[config.mk]
export PLATFORM = sky130hd
export DESIGN_NAME = prog_loader
export DESIGN_NICKNAME = d
export VERILOG_FILES = /design/src/rtl/prog_loader.sv
export SDC_FILE = /design/constraint.sdc
export NUM_CORES = 1
export LEC_CHECK = 0
export BUFFER_PORTS_ARGS = -buffer_cell sky130_fd_sc_hd__buf_2
export CORE_MARGIN = 10
export CORE_UTILIZATION = 30
export DETAILED_ROUTE_END_ITERATION = 8
export RECOVER_POWER = 100
export SLEW_MARGIN = 20
export SYNTH_ARGS = -nofsm -noshare
export SYNTH_HDL_FRONTEND = slang
export SYNTH_SLANG_ARGS = --single-unit
[constraint.sdc]
create_clock -name clock -period 2.9 [get_ports clock]
set_input_delay 0.87 -clock clock [delete_from_list [all_inputs] [get_ports clock]]
set_output_delay 0.87 -clock clock [all_outputs]
set_load 0.05 [all_outputs]
[src/rtl/prog_loader.sv]
// rtl/prog_loader.sv - framed byte-stream loader writing program memory, holding the CPU until a good checksum
module prog_loader #(
  parameter int AW = 8,
  parameter int DW = 8
) (
  input  logic          clock,
  input  logic          reset,
  input  logic          start,
  input  logic          in_valid,
  input  logic [DW-1:0] in_data,
  output logic          in_ready,
  output logic          mem_wren,
  output logic [AW-1:0] mem_address,
  output logic [DW-1:0] mem_data,
  output logic          cpu_hold,
  output logic          done,
  output logic          error
);

  typedef enum logic [2:0] {
    IDLE = 3'd0,
    BASE = 3'd1,
    LEN  = 3'd2,
    DATA = 3'd3,
    CSUM = 3'd4,
    DONE = 3'd5,
    ERR  = 3'd6
  } state_t;

  localparam logic [AW-1:0] ADDR_ONE  = AW'(1);
  localparam logic [AW:0]   COUNT_ONE = (AW + 1)'(1);

  state_t        state;
  state_t        state_next;
  logic [AW-1:0] addr;
  logic [AW:0]   count;
  logic [DW-1:0] sum;
  logic [DW-1:0] sum_total;
  logic [AW:0]   len_value;
  logic          take;

  // start outranks a byte presented on the same edge, so that byte is dropped
  assign take      = in_valid && in_ready && !start;
  assign sum_total = sum + in_data;

  always_comb begin
    len_value = {1'b0, in_data[AW-1:0]};
    if (in_data[AW-1:0] == '0) begin
      len_value[AW] = 1'b1;
    end
  end

  always_ff @(posedge clock or posedge reset) begin
    if (reset) begin
      state <= IDLE;
    end else begin
      state <= state_next;
    end
  end

  always_comb begin
    state_next = state;
    in_ready   = 1'b0;
    cpu_hold   = 1'b1;
    done       = 1'b0;
    error      = 1'b0;
    case (state)
      IDLE: ;
      BASE: begin
        in_ready = 1'b1;
        if (take) state_next = LEN;
      end
      LEN: begin
        in_ready = 1'b1;
        if (take) state_next = DATA;
      end
      DATA: begin
        in_ready = 1'b1;
        if (take && count == COUNT_ONE) state_next = CSUM;
      end
      CSUM: begin
        in_ready = 1'b1;
        if (take) state_next = (sum_total == '0) ? DONE : ERR;
      end
      DONE: begin
        cpu_hold = 1'b0;
        done     = 1'b1;
      end
      ERR: begin
        error = 1'b1;
      end
      default: state_next = IDLE;
    endcase
    if (start) begin
      state_next = BASE;
    end
  end

  always_ff @(posedge clock or posedge reset) begin
    if (reset) begin
      mem_wren    <= 1'b0;
      mem_address <= '0;
      mem_data    <= '0;
      addr        <= '0;
      count       <= '0;
      sum         <= '0;
    end else begin
      mem_wren <= 1'b0;
      if (take) begin
        case (state)
          BASE: addr <= in_data[AW-1:0];
          LEN: begin
            count <= len_value;
            sum   <= '0;
          end
          DATA: begin
            mem_wren    <= 1'b1;
            mem_address <= addr;
            mem_data    <= in_data;
            addr        <= addr + ADDR_ONE;
            sum         <= sum_total;
            count       <= count - COUNT_ONE;
          end
          default: ;
        endcase
      end
    end
  end

endmodule
Word-level counts from Yosys, hierarchy flattened
Cells that the tools add are included.
{"block": "op_classes", "n_eq_ne": 12, "n_reduce_logical": 15, "mux": 17, "add_sub_neg": 3}
{"operator": "$pmux W8 S2", "count": 2}
{"operator": "$pmux W9 S2", "count": 1}
{"operator": "$logic_not A8 Y1", "count": 2}
{"operator": "$mux W3", "count": 5}
{"operator": "$pmux W3 S5", "count": 1}
{"operator": "$ne A3 B3 Y1 const B", "count": 4}
{"operator": "$eq A3 B3 Y1 const B", "count": 3}
{"operator": "$eq A9 B1 Y1 const B", "count": 1}
{"operator": "$sub A9 B1 Y9 const B", "count": 1}
{"operator": "$add A8 B1 Y8 const B", "count": 1}
{"operator": "$add A8 B8 Y8", "count": 1}
{"operator": "$mux W1", "count": 7}
{"operator": "$eq A3 B2 Y1 const B", "count": 2}
{"operator": "$reduce_and A2 Y1", "count": 3}
{"operator": "$reduce_and A5 Y1", "count": 1}
{"operator": "$reduce_bool A2 Y1", "count": 2}
{"operator": "$reduce_or A4 Y1", "count": 1}
{"operator": "$eq A3 B1 Y1 const B", "count": 1}
{"operator": "$logic_and A1 B1 Y1", "count": 3}
{"operator": "$logic_not A3 Y1", "count": 1}
{"operator": "$reduce_or A3 Y1", "count": 1}
{"operator": "$mux W2", "count": 1}
{"operator": "$ne A2 B1 Y1 const B", "count": 1}
{"operator": "$logic_not A1 Y1", "count": 1}
{"block": "totals", "output_inout_bits": 21, "register_bits": 45, "in_bits": 12, "word_cells": 54}

Depth between registers and ports, before layout
Gate-level depths: netlist of the first run.
{"block": "logic_depth", "word_depth": 9, "ltp_mapped": 8, "ltp_nobuf": 8}

Least setup slack after synthesis of the first run
OpenSTA, ideal clock, no wires.
{"block": "synth_timing", "path_kind": "input to register", "start": "input port in_data[0]", "end": "register state[1]", "t_arrival_ns": 2.692, "path_buffers": 0, "required_ns": 2.766, "path_stages": 8, "setup_ns": 0.134, "slack_ns": 0.074, "cell_sequence": "ha_1 -> fa_1 -> a211oi_1 -> nor2_1 -> xor2_1 -> or4_1 -> o31ai_1 -> a31oi_1"}
{"block": "synth_between", "elab_chain_len": 6}
{"item": "start, declared", "line_no": "10", "text": "input logic [DW-1:0] in_data,"}
{"item": "$add A8 B8 Y8", "line_no": "44", "text": "assign sum_total = sum + in_data;"}
{"item": "$logic_not A8 Y1", "line_no": "83", "text": "if (take) state_next = (sum_total == '0) ? DONE : ERR;"}
{"item": "$mux W2", "line_no": "83"}
{"item": "$mux W3", "line_no": "83"}
{"item": "$pmux W3 S5", "line_no": "67", "text": "case (state)"}
{"item": "$mux W3", "line_no": "94", "text": "if (start) begin"}
{"item": "end signal, assigned", "line_no": "57", "text": "state <= state_next;"}
{"item": "end, declared", "line_no": "33", "text": "state_t state;"}
No other way between the ends. The select of a mux whose other input is x is not followed.
A chain may end at the register's enable or synchronous reset.

Worst setup path after layout of the first run
Ends and elaborated chain as after synthesis.

==> results_dict.tcl, run 1 <==
set metrics [dict create \
    peakVddDrop_uv 502 \
    worst_setup_path_end_kind "register" \
    fin_crit_sh 0.956 \
    final_layout_size_suffix_gt1_frac 0.191 \
    clk_root_buffer_cell "clkbuf_8" \
    cp_slowest_cell "or4_1" \
    clock_sinks 45 \
    status "finished, final reports clean" \
    grt_pass1_wl_mm 10.2 \
    fillers 877 \
    internal_power_mw 1.64 \
    final_util 0.359 \
    max_freq_mhz 361 \
    ctsLongestPathBuffers 2 \
    synth_edf_count 0 \
    ant_nets 0 \
    post_drt_wl_per_cell_um 14.9 \
    initial_core_util 0.305 \
    layout_commonest_cell "dfrtp_1" \
    yosys.area.top_type "dfrtp_1" \
    critical_path_arrival_ns 2.95 \
    syn_inst 252 \
    gp_congestion 0.820 \
    syn2layout_area_growth_pct 17.6 \
    antenna_found_initial 0 \
    combPwrFrac 0.507 \
    drtPass1Iterations 4 \
    die_w_um 111 \
    yosys-top-cells-area "dfrtp_1 (46%), mux2_2 (7.3%), ha_1 (5.1%)" \
    coreArea_um2 8090 \
    clock_latency_ns 0.30 \
    switching_share 0.468 \
    cp_slowest_stage_delay_ns 0.54 \
    clkPwrFrac 0.131 \
    post_drt_via_cell_ratio 5.01 \
    setup.worst_path.start_class "input pin" \
    power_density_nw_per_um2 1060 \
    total_power_mw 3.09 \
    vias 2020 \
    overflow 0 \
    crit_path_cell_trace "clkbuf_1, ha_1, fa_1, clkbuf_4, xnor2_1, nand2_1, or4_1, o31ai_1, a31oi_1" \
    min_period_ns 2.77 \
    p_switching_mw 1.44 \
    ys.flop_type "dfrtp_1" \
    path_clk_slew_ns 0.09 \
    critPathBufInv 2 \
    power_frac_seq 0.363 \
    first_global_vias 2006 \
    drv_slew 0 \
    worstPathRequired_ns 3.08 \
    ios 33 \
    holdWs_ns 0.511 \
    synth_area_um2 2470 \
    routed_wl_mm 6.01 \
    skew_ns 0.00281 \
    cts_max_level 2 \
    rows 33 \
    ys_types 42 \
    cts_hold_buf 0 \
    synthArstFlopShare 1.00 \
    insertedDiodeCount 0 \
    hpwl_mm 4.40 \
    cp_max_fo 2 \
    ys_seq_area_frac 0.456 \
    layout.nets 320 \
    grt_util_all_layers 0.0982 \
    grt_start_max_net_pins 46 \
    die_area_um2 12300 \
    maxSlewHeadroom 0.247 \
    hp-class "register to register" \
    cts_tree "yes" \
    hold_viol 0 \
    worst_slew_pin_slew_ns 1.13 \
    ys_warn_count 0 \
    leakagePower_nw 1.24 \
    drtIter0Drc 78 \
    cp_top_family "adder cells" \
    mostFrequentLayoutCells "dfrtp_1 (45), nor2_1 (26), o21ai_0 (25)" \
    cap_violations 0 \
    crit_type "input pin to register" \
    rsz0062_at_grt "false" \
    route.detailed.drc 0 \
    synth_nets 275 \
    cts_inserted_buffers 5 \
    synth_top_area_frac 0.456 \
    syn_avg_cell_area_um2 9.80 \
    synth_seq_cells 45 \
    port-buffer-count 32 \
    setup_viol 0 \
    dieHeight_um 111 \
]
==> cell usage after synthesis (2+ instances only) <==
master,n
nor3_1,4
xor2_1,5
o31ai_1,3
a211oi_1,2
ha_1,10
o21a_1,2
nand2_1,15
mux2_2,16
nor3b_1,6
buf_1,2
or3_1,3
xnor2_1,3
nor2_1,26
a31oi_1,6
and3_1,2
inv_1,7
clkbuf_1,9
o22ai_1,2
nor4_1,4
o21ai_0,25
a22o_1,7
a21oi_1,21
mux2i_1,2
nand3_1,8
dfrtp_1,45
==> cell type report <==
class | instances | area (um^2) | area share
repair buffers | 50 | 259 | 0.0892
clock inverters | 3 | 21.3 | 0.00732
flip-flops and latches | 45 | 1130 | 0.388
multi-input cells | 188 | 1270 | 0.438
well taps | 105 | 131 | 0.0452
clock buffers | 5 | 68.8 | 0.0237
inverters | 7 | 26.3 | 0.00905
==> final timing paths <==
kind / startpoint / end / slack [ns] / cells past startpoint
min in group asynchronous: reset / mem_data[4] / 0.91 / 3
max reg2reg: sum[0] / state[1] / 0.40 / 8
max: in_data[0] / state[1] / 0.13 / 9
min reg2reg: mem_data[5] / mem_data[5] / 0.51 / 1
min: mem_data[5] / mem_data[5] / 0.51 / 1
max in group asynchronous: reset / addr[0] / 1.29 / 3
==> timing repair <==
action | in CTS | in global routing
resized for setup | 0 | 1
endpoints found under the setup margin | 0 | 1
setup buffers | 0 | 0
==> per-stage QoR <==
step	setup WS [ns]	TNS [ns]	cells	area, um^2
6_report	0.129	0	403	2900
5_1_grt	0.0273	0	403	2900
4_1_cts	0.0903	0	403	2950
3_5_place_dp	-0.237	-0.388	395	2860
3_3_place_gp	-0.129	-0.192	395	2860
2_1_floorplan	0.0740	0	252	2470
==> cell families after synthesis <==
logic type / count (synthesis) / share of synthesized area
flops: 45 / 0.456
compound gates: 75 / 0.192
simple gates: 76 / 0.155
buf+inv: 19 / 0.0294
fa+ha+maj: 11 / 0.0588
xor+xnor: 8 / 0.0284
mux: 18 / 0.0811
==> power groups by stage <==
stage | sequential, mW | combinational, mW | clock [mW]
after floorplan | 1.43 | 0.850 | 0
after global placement | 1.12 | 1.58 | 0
after detailed placement | 1.13 | 1.61 | 0
after CTS | 1.12 | 1.62 | 0.418
after global routing | 1.17 | 1.73 | 0.443
final | 1.12 | 1.56 | 0.403
==> state kept, by name, indices dropped and copies added (netlist names) <==
signal       count
addr             8
count            9
mem_data         8
state            3
sum              8
mem_address      8
mem_wren         1
==> per-layer routing <==
| metal | wire [um] | global-route usage |
|---|---|---|
| met2 | 2750 | 0.154 |
| met4 | 59 | 0.0269 |
| met5 | 0 | 0 |
| met1 | 3030 | 0.131 |
| met3 | 168 | 0.0227 |
Note: power is estimated with default switching activity, not from simulation.
==> run 2, diff against run 1 <==
- REMOVE_ABC_BUFFERS: not set -> 1
==> results_dict.tcl, run 2 (synthesis gave the netlist of run 1 again) <==
set metrics [dict create \
    status "finished, final reports clean" \
    switching_share 0.464 \
    internal_power_mw 1.65 \
    critPathBufInv 1 \
    path_clk_slew_ns 0.08 \
    setup.worst_path.start_class "input pin" \
    drv_slew 0 \
    fillers 856 \
    clock_sinks 45 \
    hp-class "register to register" \
    cap_violations 0 \
    routed_wl_mm 6.00 \
    top_register "count" \
    combPwrFrac 0.517 \
    seqCellArea_um2 1130 \
    rr_worst_depth 6 \
    initial_core_util 0.305 \
    ios 33 \
    multi_input_area_um2 1270 \
    skew_ns 0.00410 \
    max_freq_mhz 364 \
    insertedDiodeCount 0 \
    cts_inserted_buffers 5 \
    route.detailed.drc 0 \
    peakVddDrop_uv 650 \
    layout_commonest_cell "dfrtp_1" \
    cts_tree "yes" \
    fin_crit_sh 0.947 \
    cp_top_family "compound AO/OA/AOI/OAI gates" \
    drtIter0Drc 117 \
    vias 2028 \
    power_density_nw_per_um2 1060 \
    ctsLongestPathBuffers 2 \
    hpwl_mm 4.41 \
    overflow 0 \
    placed_area_um2 2880 \
    rows 33 \
    crit_path_cell_trace "clkbuf_1, ha_1, fa_1, a211oi_1, nor2_1, xor2_1, or4_4, o31ai_2, a31oi_1" \
    hold_path_startpoint "count[6]" \
    maxSlewHeadroom 0.245 \
    largest_register_ff_count 9 \
    final_util 0.359 \
    worst_setup_path_end_kind "register" \
    clkPwrFrac 0.123 \
    mostFrequentLayoutCells "dfrtp_1 (45), clkbuf_1 (28), nor2_1 (26)" \
    cp_slowest_cell "or4_4" \
    clk_root_buffer_cell "clkbuf_8" \
    reg2reg_to "state[1]" \
    hold_viol 0 \
    rsz0062_at_grt "false" \
    drtPass1Iterations 4 \
    final_layout_size_suffix_gt1_frac 0.183 \
    port-buffer-count 32 \
    cts_max_level 2 \
    worst_slew_pin_slew_ns 1.13 \
    stdcell_count 405 \
    dieHeight_um 111 \
    cp_max_fo 2 \
    coreArea_um2 8090 \
    min_to "count[6]" \
    grt_util_all_layers 0.100 \
    ant_nets 0 \
    grt_start_max_net_pins 46 \
    first_global_vias 2063 \
    post_drt_via_cell_ratio 5.01 \
    layout.nets 322 \
    dp_cells 397 \
    leakagePower_nw 1.24 \
    min_period_ns 2.75 \
    gp_congestion 0.842 \
    rrSetupSlack_ns 0.40 \
    clock_latency_ns 0.29 \
    die_w_um 111 \
    antenna_found_initial 0 \
    p_switching_mw 1.43 \
    critical_path_arrival_ns 2.92 \
    fin_area_um2 2910 \
    cp_slowest_stage_delay_ns 0.43 \
    syn2layout_area_growth_pct 17.8 \
    power_frac_seq 0.361 \
    post_drt_wl_per_cell_um 14.8 \
    hold_depth 2 \
    grt_pass1_wl_mm 10.5 \
    worstPathRequired_ns 3.07 \
    setup_viol 0 \
    r2r_start "count[4]" \
    crit_type "input pin to register" \
    die_area_um2 12300 \
]
-- run 2: cell types whose count changed in the layout (fill, tap and decap cells not counted), sizes merged --
| cell | delta |
|---|---|
| clkinv | -1 |
| inv | -1 |
| clkbuf | +2 |
| buf | +2 |
-- run 2: layout make-up --
cell class | instances | share of cell area
multi-input cells | 188 | 0.438
flip-flops and latches | 45 | 0.387
repair buffers | 52 | 0.0920
well taps | 105 | 0.0452
clock buffers | 7 | 0.0262
inverters | 7 | 0.00903
clock inverters | 1 | 0.00258
-- run 2: what timing repair did --
item,4_1_cts,5_1_grt
endpoints found under the hold margin,0,0
hold buffers,0,0
gates resized for setup,0,2
setup endpoints to repair,0,1
buffers inserted,0,0
-- run 2: worst max path at each step --
stage / depth (start not counted) / slack, ns / start / end
6_report: 9 / 0.15 / in_data[0] / state[1]
5_1_grt: 9 / 0.04 / in_data[0] / state[1]
4_1_cts: 9 / 0.12 / in_data[0] / state[1]
3_5_place_dp: 9 / -0.20 / in_data[0] / state[1]
3_3_place_gp: 9 / -0.13 / in_data[0] / state[1]
2_1_floorplan: 3 / -0.003 / state[0] / mem_data[0]
-- run 2: tightest hold or removal path: cells and delay by family (launching register included) --
family         cells  cell delay [ns]
flip-flops         1             0.34
AO/OA/AOI/OAI      2             0.13
-- run 2: power groups by stage --
| stage | registers, mW | logic [mW] | clock network [mW] |
|---|---|---|---|
| floorplan | 1.46 | 0.800 | 0 |
| global route | 1.15 | 1.76 | 0.418 |
| detailed placement | 1.12 | 1.63 | 0 |
| global placement | 1.10 | 1.61 | 0 |
| CTS | 1.11 | 1.64 | 0.396 |
| finish | 1.11 | 1.59 | 0.376 |
-- run 2: per-layer routing --
metal  track usage  up-vias  share of wire
li1              -     1010              -
met1         0.133      972           0.49
met2         0.156       38           0.46
met3        0.0249        8          0.033
met4        0.0278        0          0.015
met5             0        -              0
-- run 2: through the flow --
step                power [mW]  worst slack (ns)  hold slack, ns  setup TNS, ns
floorplan                 2.26          -0.00250           0.453        -0.0389
global placement          2.71            -0.128           0.479         -0.180
detailed placement        2.75            -0.196           0.487         -0.290
CTS                       3.14             0.120           0.509              0
global route              3.33            0.0373           0.531              0
finish                    3.07             0.152           0.505              0
==> run 3, diff against run 2 <==
- CELL_PAD_IN_SITES_DETAIL_PLACEMENT: not set -> 0
- CELL_PAD_IN_SITES_GLOBAL_PLACEMENT: not set -> 1
- PLACE_DENSITY_LB_ADDON: not set -> 0.1
- RECOVER_POWER: 100 -> 50
==> results_dict.tcl, run 3 (synthesis gave the netlist of run 1 again) <==
set metrics [dict create \
    status "finished, final reports clean" \
    worst_slew_pin_slew_ns 1.16 \
    clock_sinks 45 \
    clk_root_buffer_cell "clkbuf_8" \
    gp_congestion 0.739 \
    power_frac_seq 0.335 \
    post_drt_via_cell_ratio 5.11 \
    worst_setup_path_end_kind "register" \
    fin_crit_sh 0.961 \
    hold_depth 1 \
    final_layout_size_suffix_gt1_frac 0.265 \
    seqCellArea_um2 1130 \
    ctsLongestPathBuffers 2 \
    holdWs_ns 0.506 \
    clkPwrFrac 0.155 \
    path_clk_slew_ns 0.09 \
    switching_share 0.445 \
    cap_violations 0 \
    cts-resized-gates 0 \
    combPwrFrac 0.510 \
    leakagePower_nw 1.34 \
    layout_commonest_cell "dfrtp_1" \
    hp-class "register to register" \
    vias 2099 \
    dieHeight_um 111 \
    rows 33 \
    layout.nets 328 \
    maxSlewHeadroom 0.223 \
    largest_register_ff_count 9 \
    die_w_um 111 \
    rr_worst_depth 8 \
    overflow 0 \
    cp_max_fo 2 \
    setup_viol 0 \
    worstPathRequired_ns 3.08 \
    peakVddDrop_uv 463 \
    cts_setup_buffers 0 \
    min_period_ns 2.79 \
    syn2layout_area_growth_pct 22.5 \
    port-buffer-count 32 \
    hpwl_mm 4.72 \
    power_density_nw_per_um2 1090 \
    grt_pass1_wl_mm 11.1 \
    cts_tree "yes" \
    routed_wl_mm 6.54 \
    max_freq_mhz 359 \
    post_drt_wl_per_cell_um 15.9 \
    crit_type "input pin to register" \
    multi_input_area_um2 1280 \
    grt_util_all_layers 0.107 \
    antenna_found_initial 0 \
    mostFrequentLayoutCells "dfrtp_1 (45), o21ai_0 (25), nor2_1 (25)" \
    cts_hold_buf 0 \
    drtPass1Iterations 5 \
    drtIter0Drc 60 \
    initial_core_util 0.305 \
    critical_path_arrival_ns 2.97 \
    clock_latency_ns 0.31 \
    internal_power_mw 1.83 \
    route.detailed.drc 0 \
    stdcell_count 411 \
    fillers 895 \
    top_register "count" \
    ios 33 \
    first_global_vias 2116 \
    fin_setup_tns_ns 0 \
    cts_max_level 2 \
    ant_nets 0 \
    dp_cells 403 \
    cts_inserted_buffers 5 \
    grt_start_max_net_pins 46 \
    insertedDiodeCount 0 \
    p_switching_mw 1.47 \
    drv_slew 0 \
    coreArea_um2 8090 \
    hold_viol 0 \
    die_area_um2 12300 \
    skew_ns 0.00814 \
    rsz0062_at_grt "false" \
    setup.worst_path.start_class "input pin" \
]
[run 3: final cells by class]
cell class | instances | share of cell area
clock buffers | 6 | 0.0273
clock inverters | 2 | 0.0124
inverters | 7 | 0.00869
multi-input cells | 188 | 0.424
flip-flops and latches | 45 | 0.372
well taps | 105 | 0.0434
repair buffers | 58 | 0.112
[run 3: layer usage]
| metal | vias to the layer above | global-route usage | wire length [um] |
|---|---|---|---|
| met2 | 44 | 0.168 | 2920 |
| met3 | 8 | 0.0281 | 294 |
| li1 | 1020 | - | - |
| met1 | 1027 | 0.143 | 3260 |
| met4 | 0 | 0.0286 | 70 |
| met5 | - | 0 | 0 |
[run 3: worst max-delay path, stage by stage]
cell	delay, ns
buf_2	0.11
ha_1	0.22
fa_1	0.41
buf_4	0.15
xnor2_1	0.18
nand2_1	0.07
or4_1	0.56
o31ai_2	0.28
a31oi_1	0.11
[run 3: path summary, 6_finish.rpt]
path | slack (ns) | startpoint | end
worst max-delay path | 0.11 | in_data[0] | state[1]
worst min-delay path | 0.51 | mem_address[6] | mem_address[6]
worst max register to register | 0.41 | sum[0] | state[1]
worst min register to register | 0.51 | mem_address[6] | mem_address[6]
max in group asynchronous | 1.26 | reset | addr[2]
min in group asynchronous | 0.93 | reset | mem_address[2]
[run 3: power groups by stage]
stage                     Sequential [mW]  Clock [mW]  Combinational [mW]
after floorplan                      1.46           0               0.800
after global placement               1.11           0                1.71
after detailed placement             1.12           0                1.71
after CTS                            1.10       0.527                1.71
after global routing                 1.15       0.554                1.86
final                                1.10       0.511                1.68
[run 3: through the flow]
| stage | setup WS [ns] | utilization | power, mW | instance area, um^2 |
|---|---|---|---|---|
| 2_1_floorplan | -0.00250 | - | 2.26 | 2420 |
| 3_3_place_gp | -0.158 | 0.361 | 2.82 | 2920 |
| 3_5_place_dp | -0.244 | 0.361 | 2.82 | 2920 |
| 4_1_cts | 0.0842 | 0.376 | 3.34 | 3040 |
| 5_1_grt | 0.0256 | 0.374 | 3.56 | 3020 |
| 6_report | 0.114 | 0.374 | 3.29 | 3020 |
